File: src/rtl/alu_ctrl_pkg.sv
// ALU control pipeline: shared ALUop/funct constants, control codes, FSM states.
// Imported by alu_ctrl_decode and alu_ctrl_pipe.
package alu_ctrl_pkg;

    localparam logic [1:0] ALUOP_RTYPE = 2'b10;
    localparam logic [1:0] ALUOP_IMM   = 2'b11;
    localparam logic [1:0] ALUOP_MEM   = 2'b00;
    localparam logic [1:0] ALUOP_BR    = 2'b01;

    localparam logic [5:0] FN_OP0 = 6'b100111;
    localparam logic [5:0] FN_OP4 = 6'b111111;
    localparam logic [5:0] FN_MUL = 6'b011000;

    localparam logic [3:0] CTL_0000 = 4'b0000;
    localparam logic [3:0] CTL_0001 = 4'b0001;
    localparam logic [3:0] CTL_0010 = 4'b0010;
    localparam logic [3:0] CTL_0011 = 4'b0011;
    localparam logic [3:0] CTL_0100 = 4'b0100;
    localparam logic [3:0] CTL_MUL  = 4'b0101;
    localparam logic [3:0] CTL_NOP  = 4'b1111;

    typedef enum logic {
        ST_IDLE,
        ST_MULTI
    } state_t;

endpackage

File: src/rtl/alu_ctrl_decode.sv
// ALU control decoder: maps (ALUop, funct) to control word,
// multi-cycle flag and unknown-funct flag. Purely combinational.
module alu_ctrl_decode
    import alu_ctrl_pkg::*;
#(
    parameter int FUNC_W = 6,
    parameter int CTRL_W = 4
) (
    input  logic [1:0]        alu_op,
    input  logic [FUNC_W-1:0] funct,
    output logic [CTRL_W-1:0] ctrl,
    output logic              is_multi,
    output logic              is_illegal
);

    // Decode table; every ALUop/funct pair yields a defined word.
    always_comb begin
        ctrl       = CTRL_W'(CTL_NOP);
        is_multi   = 1'b0;
        is_illegal = 1'b0;
        unique case (1'b1)
            (alu_op == ALUOP_RTYPE): begin
                if (funct == FUNC_W'(FN_OP0)) begin
                    ctrl = CTRL_W'(CTL_0000);
                end else if (funct == FUNC_W'(FN_OP4)) begin
                    ctrl = CTRL_W'(CTL_0100);
                end else if (funct == FUNC_W'(FN_MUL)) begin
                    ctrl     = CTRL_W'(CTL_MUL);
                    is_multi = 1'b1;
                end else begin
                    is_illegal = 1'b1;
                end
            end
            (alu_op == ALUOP_IMM): ctrl = CTRL_W'(CTL_0001);
            (alu_op == ALUOP_MEM): ctrl = CTRL_W'(CTL_0010);
            (alu_op == ALUOP_BR):  ctrl = CTRL_W'(CTL_0011);
            default:               ctrl = CTRL_W'(CTL_NOP);
        endcase
    end

endmodule

File: src/rtl/alu_ctrl_pipe.sv
// ID/EX ALU control register with multi-cycle MUL occupancy and busy.
// Optional macro ALU_CTRL_ILLEGAL_EN enables the registered illegal flag.
module alu_ctrl_pipe
    import alu_ctrl_pkg::*;
#(
    parameter int FUNC_W  = 6,
    parameter int CTRL_W  = 4,
    parameter int MUL_LAT = 3
) (
    input  logic              clk,
    input  logic              rst_n,
    input  logic              in_valid,
    input  logic [1:0]        alu_op_in,
    input  logic [FUNC_W-1:0] function_code,
    input  logic              stall_in,
    input  logic              flush,
    output logic [CTRL_W-1:0] alu_control,
    output logic              ctrl_valid,
    output logic              busy,
    output logic              illegal
);

    localparam int LOAD_I = (MUL_LAT > 1) ? MUL_LAT - 2 : 0;
    localparam logic [3:0] CNT_LOAD = LOAD_I[3:0];

    logic [CTRL_W-1:0] dec_ctrl;
    logic              dec_multi;
    logic              dec_illegal;
    logic              accept;

    state_t            state_q, state_d;
    logic [3:0]        cnt_q, cnt_d;
    logic [CTRL_W-1:0] ctrl_d;
    logic              valid_d;
    logic              busy_d;

    alu_ctrl_decode #(
        .FUNC_W (FUNC_W),
        .CTRL_W (CTRL_W)
    ) u_decode (
        .alu_op     (alu_op_in),
        .funct      (function_code),
        .ctrl       (dec_ctrl),
        .is_multi   (dec_multi),
        .is_illegal (dec_illegal)
    );

    assign accept = in_valid && !stall_in && !flush
                    && (state_q == ST_IDLE);

    // Next state: flush wins, stall freezes, MULTI ignores inputs.
    // On leaving MULTI ctrl_valid stays up for the MUL's final cycle,
    // so the slot can be refilled back-to-back once busy has fallen.
    always_comb begin
        state_d = state_q;
        cnt_d   = cnt_q;
        ctrl_d  = alu_control;
        valid_d = ctrl_valid;
        busy_d  = busy;
        if (flush) begin
            state_d = ST_IDLE;
            cnt_d   = 4'd0;
            ctrl_d  = CTRL_W'(CTL_NOP);
            valid_d = 1'b0;
            busy_d  = 1'b0;
        end else if (!stall_in) begin
            unique case (state_q)
                ST_IDLE: begin
                    if (accept) begin
                        ctrl_d  = dec_ctrl;
                        valid_d = 1'b1;
                        if (dec_multi && (MUL_LAT > 1)) begin
                            state_d = ST_MULTI;
                            cnt_d   = CNT_LOAD;
                            busy_d  = 1'b1;
                        end
                    end else begin
                        valid_d = 1'b0;
                    end
                end
                ST_MULTI: begin
                    if (cnt_q == 4'd0) begin
                        state_d = ST_IDLE;
                        busy_d  = 1'b0;
                    end else begin
                        cnt_d = cnt_q - 4'd1;
                    end
                end
                default: state_d = ST_IDLE;
            endcase
        end
    end

    // State, counter and ID/EX control field registers.
    always_ff @(posedge clk or negedge rst_n) begin
        if (!rst_n) begin
            state_q     <= ST_IDLE;
            cnt_q       <= 4'd0;
            alu_control <= CTRL_W'(CTL_NOP);
            ctrl_valid  <= 1'b0;
            busy        <= 1'b0;
        end else begin
            state_q     <= state_d;
            cnt_q       <= cnt_d;
            alu_control <= ctrl_d;
            ctrl_valid  <= valid_d;
            busy        <= busy_d;
        end
    end

`ifdef ALU_CTRL_ILLEGAL_EN
    logic illegal_seen;

    // Illegal flag tracks the last accept; illegal_seen is sticky.
    always_ff @(posedge clk or negedge rst_n) begin
        if (!rst_n) begin
            illegal      <= 1'b0;
            illegal_seen <= 1'b0;
        end else if (flush) begin
            illegal <= 1'b0;
        end else if (accept) begin
            illegal      <= dec_illegal;
            illegal_seen <= illegal_seen | dec_illegal;
        end
    end
`else
    logic unused_illegal;
    assign unused_illegal = dec_illegal;
    assign illegal        = 1'b0;
`endif

endmodule

File: config.mk
export PLATFORM = sky130hd
export DESIGN_NAME = alu_ctrl_pipe
export DESIGN_NICKNAME = d
export VERILOG_FILES = /design/src/rtl/alu_ctrl_pkg.sv /design/src/rtl/alu_ctrl_decode.sv /design/src/rtl/alu_ctrl_pipe.sv
export SDC_FILE = /design/constraint.sdc
export NUM_CORES = 1
export LEC_CHECK = 0
export CAP_MARGIN = 15
export CORE_ASPECT_RATIO = 1.2
export CORE_UTILIZATION = 35
export DETAILED_ROUTE_END_ITERATION = 8
export GPL_ROUTABILITY_DRIVEN = 0
export PLACE_DENSITY = 0.7
export SYNTH_ARGS = -nofsm -noshare
export SYNTH_HDL_FRONTEND = slang
export SYNTH_HIERARCHICAL = 1
export SYNTH_SLANG_ARGS = --single-unit
File: constraint.sdc
create_clock -name clk -period 2.4 [get_ports clk]
set_clock_uncertainty 0.1 [all_clocks]
set_input_delay 0.48 -clock clk [delete_from_list [all_inputs] [get_ports clk]]
set_output_delay 0.48 -clock clk [all_outputs]
set_load 0.03 [all_outputs]
; After elaboration in Yosys (flattened, before gate mapping)
; Index checks and enable logic that the tools add are counted.
[word_totals]
in_bits = 13
reg_bits = 11
out_inout_bits = 7
word_cells = 65
[op_classes]
muxes = 34
n_reduce_logical = 12
addsub = 1
eq_ne = 12
bitwise = 1
[op_table]
columns = op, n
row1 = 2-to-1 mux 4 bit, 12
row2 = 2-to-1 mux 1 bit, 18
row3 = case mux 4 bit (4 select lines), 1
row4 = equality test 6 bit (second input constant), 2
row5 = != test 3 bit (second input constant), 3
row6 = case mux 4 bit (2 select lines), 1
row7 = AND reduction 4 bit, 2
row8 = equality test 6 x 5 -> 1 bit (second input constant), 1
row9 = equality test 2 bit (second input constant), 2
row10 = logical NOT 4 bit, 1
row11 = case mux 1 bit (2 select lines), 2
row12 = subtractor 4 x 1 -> 4 bit (second input constant), 1
row13 = logical AND 1 bit, 3
row14 = != test 3 x 2 -> 1 bit (second input constant), 1
row15 = AND reduction 3 bit, 1
row16 = equality test 2 x 1 -> 1 bit (second input constant), 1
row17 = logical NOT 1 bit, 2
row18 = logical NOT 2 bit, 1
row19 = != test 2 x 1 -> 1 bit (second input constant), 1
row20 = != test 2 bit (second input constant), 1
row21 = AND reduction 2 bit, 1
row22 = nonzero test 2 bit, 1
row23 = NOT 1 bit, 1

; Depth between registers and ports, before layout
[depth]
word_depth = 10
depth_mapped = 5
mapped_depth_nobuf = 5

; By module
; Netlist, hierarchy kept.
[by_module_without_submodules]
columns = mod, cells_per_inst, n_inst, seq_area_each_um2, area_per_inst_um2
row1 = alu_ctrl_pipe, 62, 1, 280.3, 585.6
row2 = alu_ctrl_decode, 14, 1, 0.0, 90.1

; Worst setup path after synthesis
; Ideal clock, no wire load.
[synth_timing]
path_kind = input to register
start = input alu_op_in[0]
end = register busy
path_stages = 5
setup_time_ns = 0.122
setup_slack_ns = 0.499
arrival_time_ns = 1.679
path_buffers = 0
required_time_ns = 2.178
path_cell_list = nand2b_1 > nor4_1 > a21oi_1 > a211o_1 > a32o_1
[synth_via]
elab_chain_cells = 4
[synth_rtl]
columns = element, line
row1 = "start, declared", alu_ctrl_pipe.sv:13  ; input logic [1:0] alu_op_in,
row2 = equality test 2 bit, alu_ctrl_decode.sv:22  ; (alu_op == ALUOP_RTYPE): begin
row3 = 2-to-1 mux 1 bit, alu_ctrl_decode.sv:21  ; unique case (1'b1)
row4 = net dec_multi, alu_ctrl_pipe.sv:27  ; logic dec_multi;
row5 = != test 3 bit (no source line), n/a
row6 = AND reduction 4 bit (no source line), n/a
row7 = "end signal, assigned", alu_ctrl_pipe.sv:107  ; busy <= busy_d;
row8 = "end, declared", alu_ctrl_pipe.sv:19  ; output logic busy,
; The timed path passes the listed nets, and every way through them passes these cells.
; A chain may end at the register's enable or synchronous reset.

; Final worst setup path
[layout_timing]
start = input alu_op_in[0]
end = register cnt_q[2]
[layout_via]
elab_chain_cells = 4
[layout_rtl]
columns = element, line
row1 = equality test 2 bit, alu_ctrl_decode.sv:22
row2 = 2-to-1 mux 1 bit, alu_ctrl_decode.sv:21
row3 = net dec_multi, alu_ctrl_pipe.sv:27
row4 = != test 3 bit (no source line), n/a
row5 = AND reduction 4 bit (no source line), n/a
row6 = "end signal, assigned", alu_ctrl_pipe.sv:104  ; cnt_q <= cnt_d;
row7 = "end, declared", alu_ctrl_pipe.sv:32  ; logic [3:0] cnt_q, cnt_d;
; The timed path passes the listed nets, and every way through them passes these cells.

==> impl_metrics.py <==
metrics = {
    "outcome": {
        "outcome": "completed",
    },
    "setup_path": {
        "slowest_delay_ns": 0.44,
        "reg2reg_depth": 5,
        "cp_slowest_cell": "clkdlybuf4s50_1",
        "path_class": "input port to flop",
        "path_max_fanout": 4,
        "crit_path_end_kind": "flop",
        "path_cells": "clkdlybuf4s50_1, nand2b_1, nor4_1, a21oi_1, o311ai_0, o21ai_0",
        "worstPathArrival_ns": 2.20,
        "startpoint_type": "input port",
        "crit_required_ns": 2.43,
    },
    "drt": {
        "drt_first_pass_iters": 2,
        "num_vias": 635,
        "wl_per_cell_um": 12.6,
        "drc": 0,
        "ant_nets": 0,
        "first_iter_violations": 6,
        "drt-total-wl_um": 1430,
        "post_drt_via_cell_ratio": 5.57,
    },
    "layout": {
        "fin_area_um2": 903,
        "multi_input_comb_area_um2": 357,
        "drive_gt1_frac": 0.135,
        "area_growth_pct": 34.7,
        "fillers": 165,
        "register_area_um2": 280,
        "final_net_count": 112,
        "antenna_cells": 0,
    },
    "die": {
        "coreArea_um2": 1720,
        "die_h_um": 50.0,
        "fp.dieW_um": 42.0,
        "die-area_um2": 2100,
        "start_util": 0.390,
        "io_pins": 20,
        "rows": 16,
    },
    "power_and_ir_drop": {
        "leakage_nw": 0.355,
        "p_per_area_nw_per_um2": 448,
        "vdd_drop_max_mv": 0.236,
    },
    "timing": {
        "max_slew_margin": 0.662,
        "fmax_ghz": 0.460,
        "final_hold_viol_count": 0,
        "finalCriticalPeriod_ns": 2.17,
        "rsz0062_at_grt": "no",
        "worst_slack_ns": 0.228,
        "worst_pin_slew_ns": 0.506,
        "slew_violations": 0,
        "fin_crit_sh": 0.905,
        "fin_hold_ws_ns": 0.419,
        "setup_viol": 0,
    },
    "clocking": {
        "cts_tree": "built",
        "path_clk_slew_ns": 0.07,
        "htreeDepth": 1,
        "cts_setup_buffers": 0,
        "holdBufCountCts": 0,
        "clockBufferDepth": 2,
        "post_cts_resized": 0,
        "clock_sinks": 11,
        "cts_made_buffers": 3,
        "clkLatencyLatePin_ns": 0.26,
        "cts_root_buf": "clkbuf_4",
    },
    "synthesis": {
        "yosys_warnings": 6,
        "syn_avg_cell_area_um2": 8.94,
        "netlist_area_um2": 671,
        "syn_inst": 75,
        "synthesis.nets": 90,
    },
    "global_routing": {
        "grt-ovfl-total": 0,
        "grt_usage": 0.164,
        "grt_max_degree": 12,
        "grt_pass1_wl_um": 2610,
        "grt_pass1_vias": 640,
        "antenna_found_initial": 0,
    },
    "place": {
        "place_area_um2": 877,
        "portBuffers": 18,
        "pre_cts_ws_ns": -0.0140,
        "detailedPlacementHpwl_um": 1140,
    },
    "hold_path": {
        "holdPathStages": 2,
        "min_path_type": "flop to flop",
    },
    "flow_run": {
        "drv_cap": 0,
    },
}
## where the power goes
part	switching (mW)	leakage (nW)	total [mW]	internal, mW
Combinational	0.0420	0.200	0.0805	0.0385
Sequential	0.00293	0.139	0.199	0.196
Clock	0.0611	0.0150	0.125	0.0642
## per-layer routing
| layer | vias up | share of wire | global-route usage |
|---|---|---|---|
| li1 | 314 | - | - |
| met1 | 301 | 0.44 | 0.189 |
| met2 | 16 | 0.50 | 0.263 |
| met3 | 4 | 0.045 | 0.0549 |
| met4 | 0 | 0.013 | 0.0914 |
| met5 | - | 0 | 0 |
## worst max-delay path, delay by kind of cell
kind | cells | cell delay, ns
buf+inv | 1 | 0.44
simple gates | 2 | 0.55
compound gates | 3 | 0.72
## metrics by stage
step                      TNS [ns]  utilization  total power, mW  cells
after global routing             0        0.525            0.431    114
after global placement           0        0.509            0.282    110
after CTS                        0        0.525            0.411    114
final                            0        0.525            0.404    114
after detailed placement   -0.0342        0.509            0.283    110
after floorplan                  0            -            0.239     75
## area by class of cell
cell class                 count  share of cell area
clock buffer                   4              0.0291
inverter                       4              0.0166
multi-input combinational     56               0.395
sequential                    11               0.310
tap                           18              0.0249
timing repair buffer          21               0.224
## path summary, 6_finish.rpt
path	start	end	slack, ns
min reg2reg	alu_control[1]	alu_control[1]	0.42
min in group asynchronous	rst_n	cnt_q[2]	0.45
max in group asynchronous	rst_n	alu_control[3]	1.39
min	alu_control[1]	alu_control[1]	0.42
max reg2reg	cnt_q[0]	busy	0.53
max	alu_op_in[0]	cnt_q[2]	0.23
## registers in the layout, summed over array words and instances, names as in the netlist
| register | count |
|---|---|
| ctrl_valid | 1 |
| alu_control | 4 |
| cnt_q | 4 |
| state_q | 1 |
| busy | 1 |
## cell usage in the layout (no fill, tap or decap), types with 2 or more instances in the layout
cell type        instances
dfrtp_1                  7
o21ai_0                 10
dfstp_2                  4
buf_4                    3
ha_1                     2
nand2_1                  6
inv_1                    4
clkdlybuf4s50_1         18
nor3_1                   3
nor2_1                   8
a21oi_1                  3
clkbuf_4                 3
nand2b_1                 3
nor4_1                   2
(Power assumes the default switching activity.)
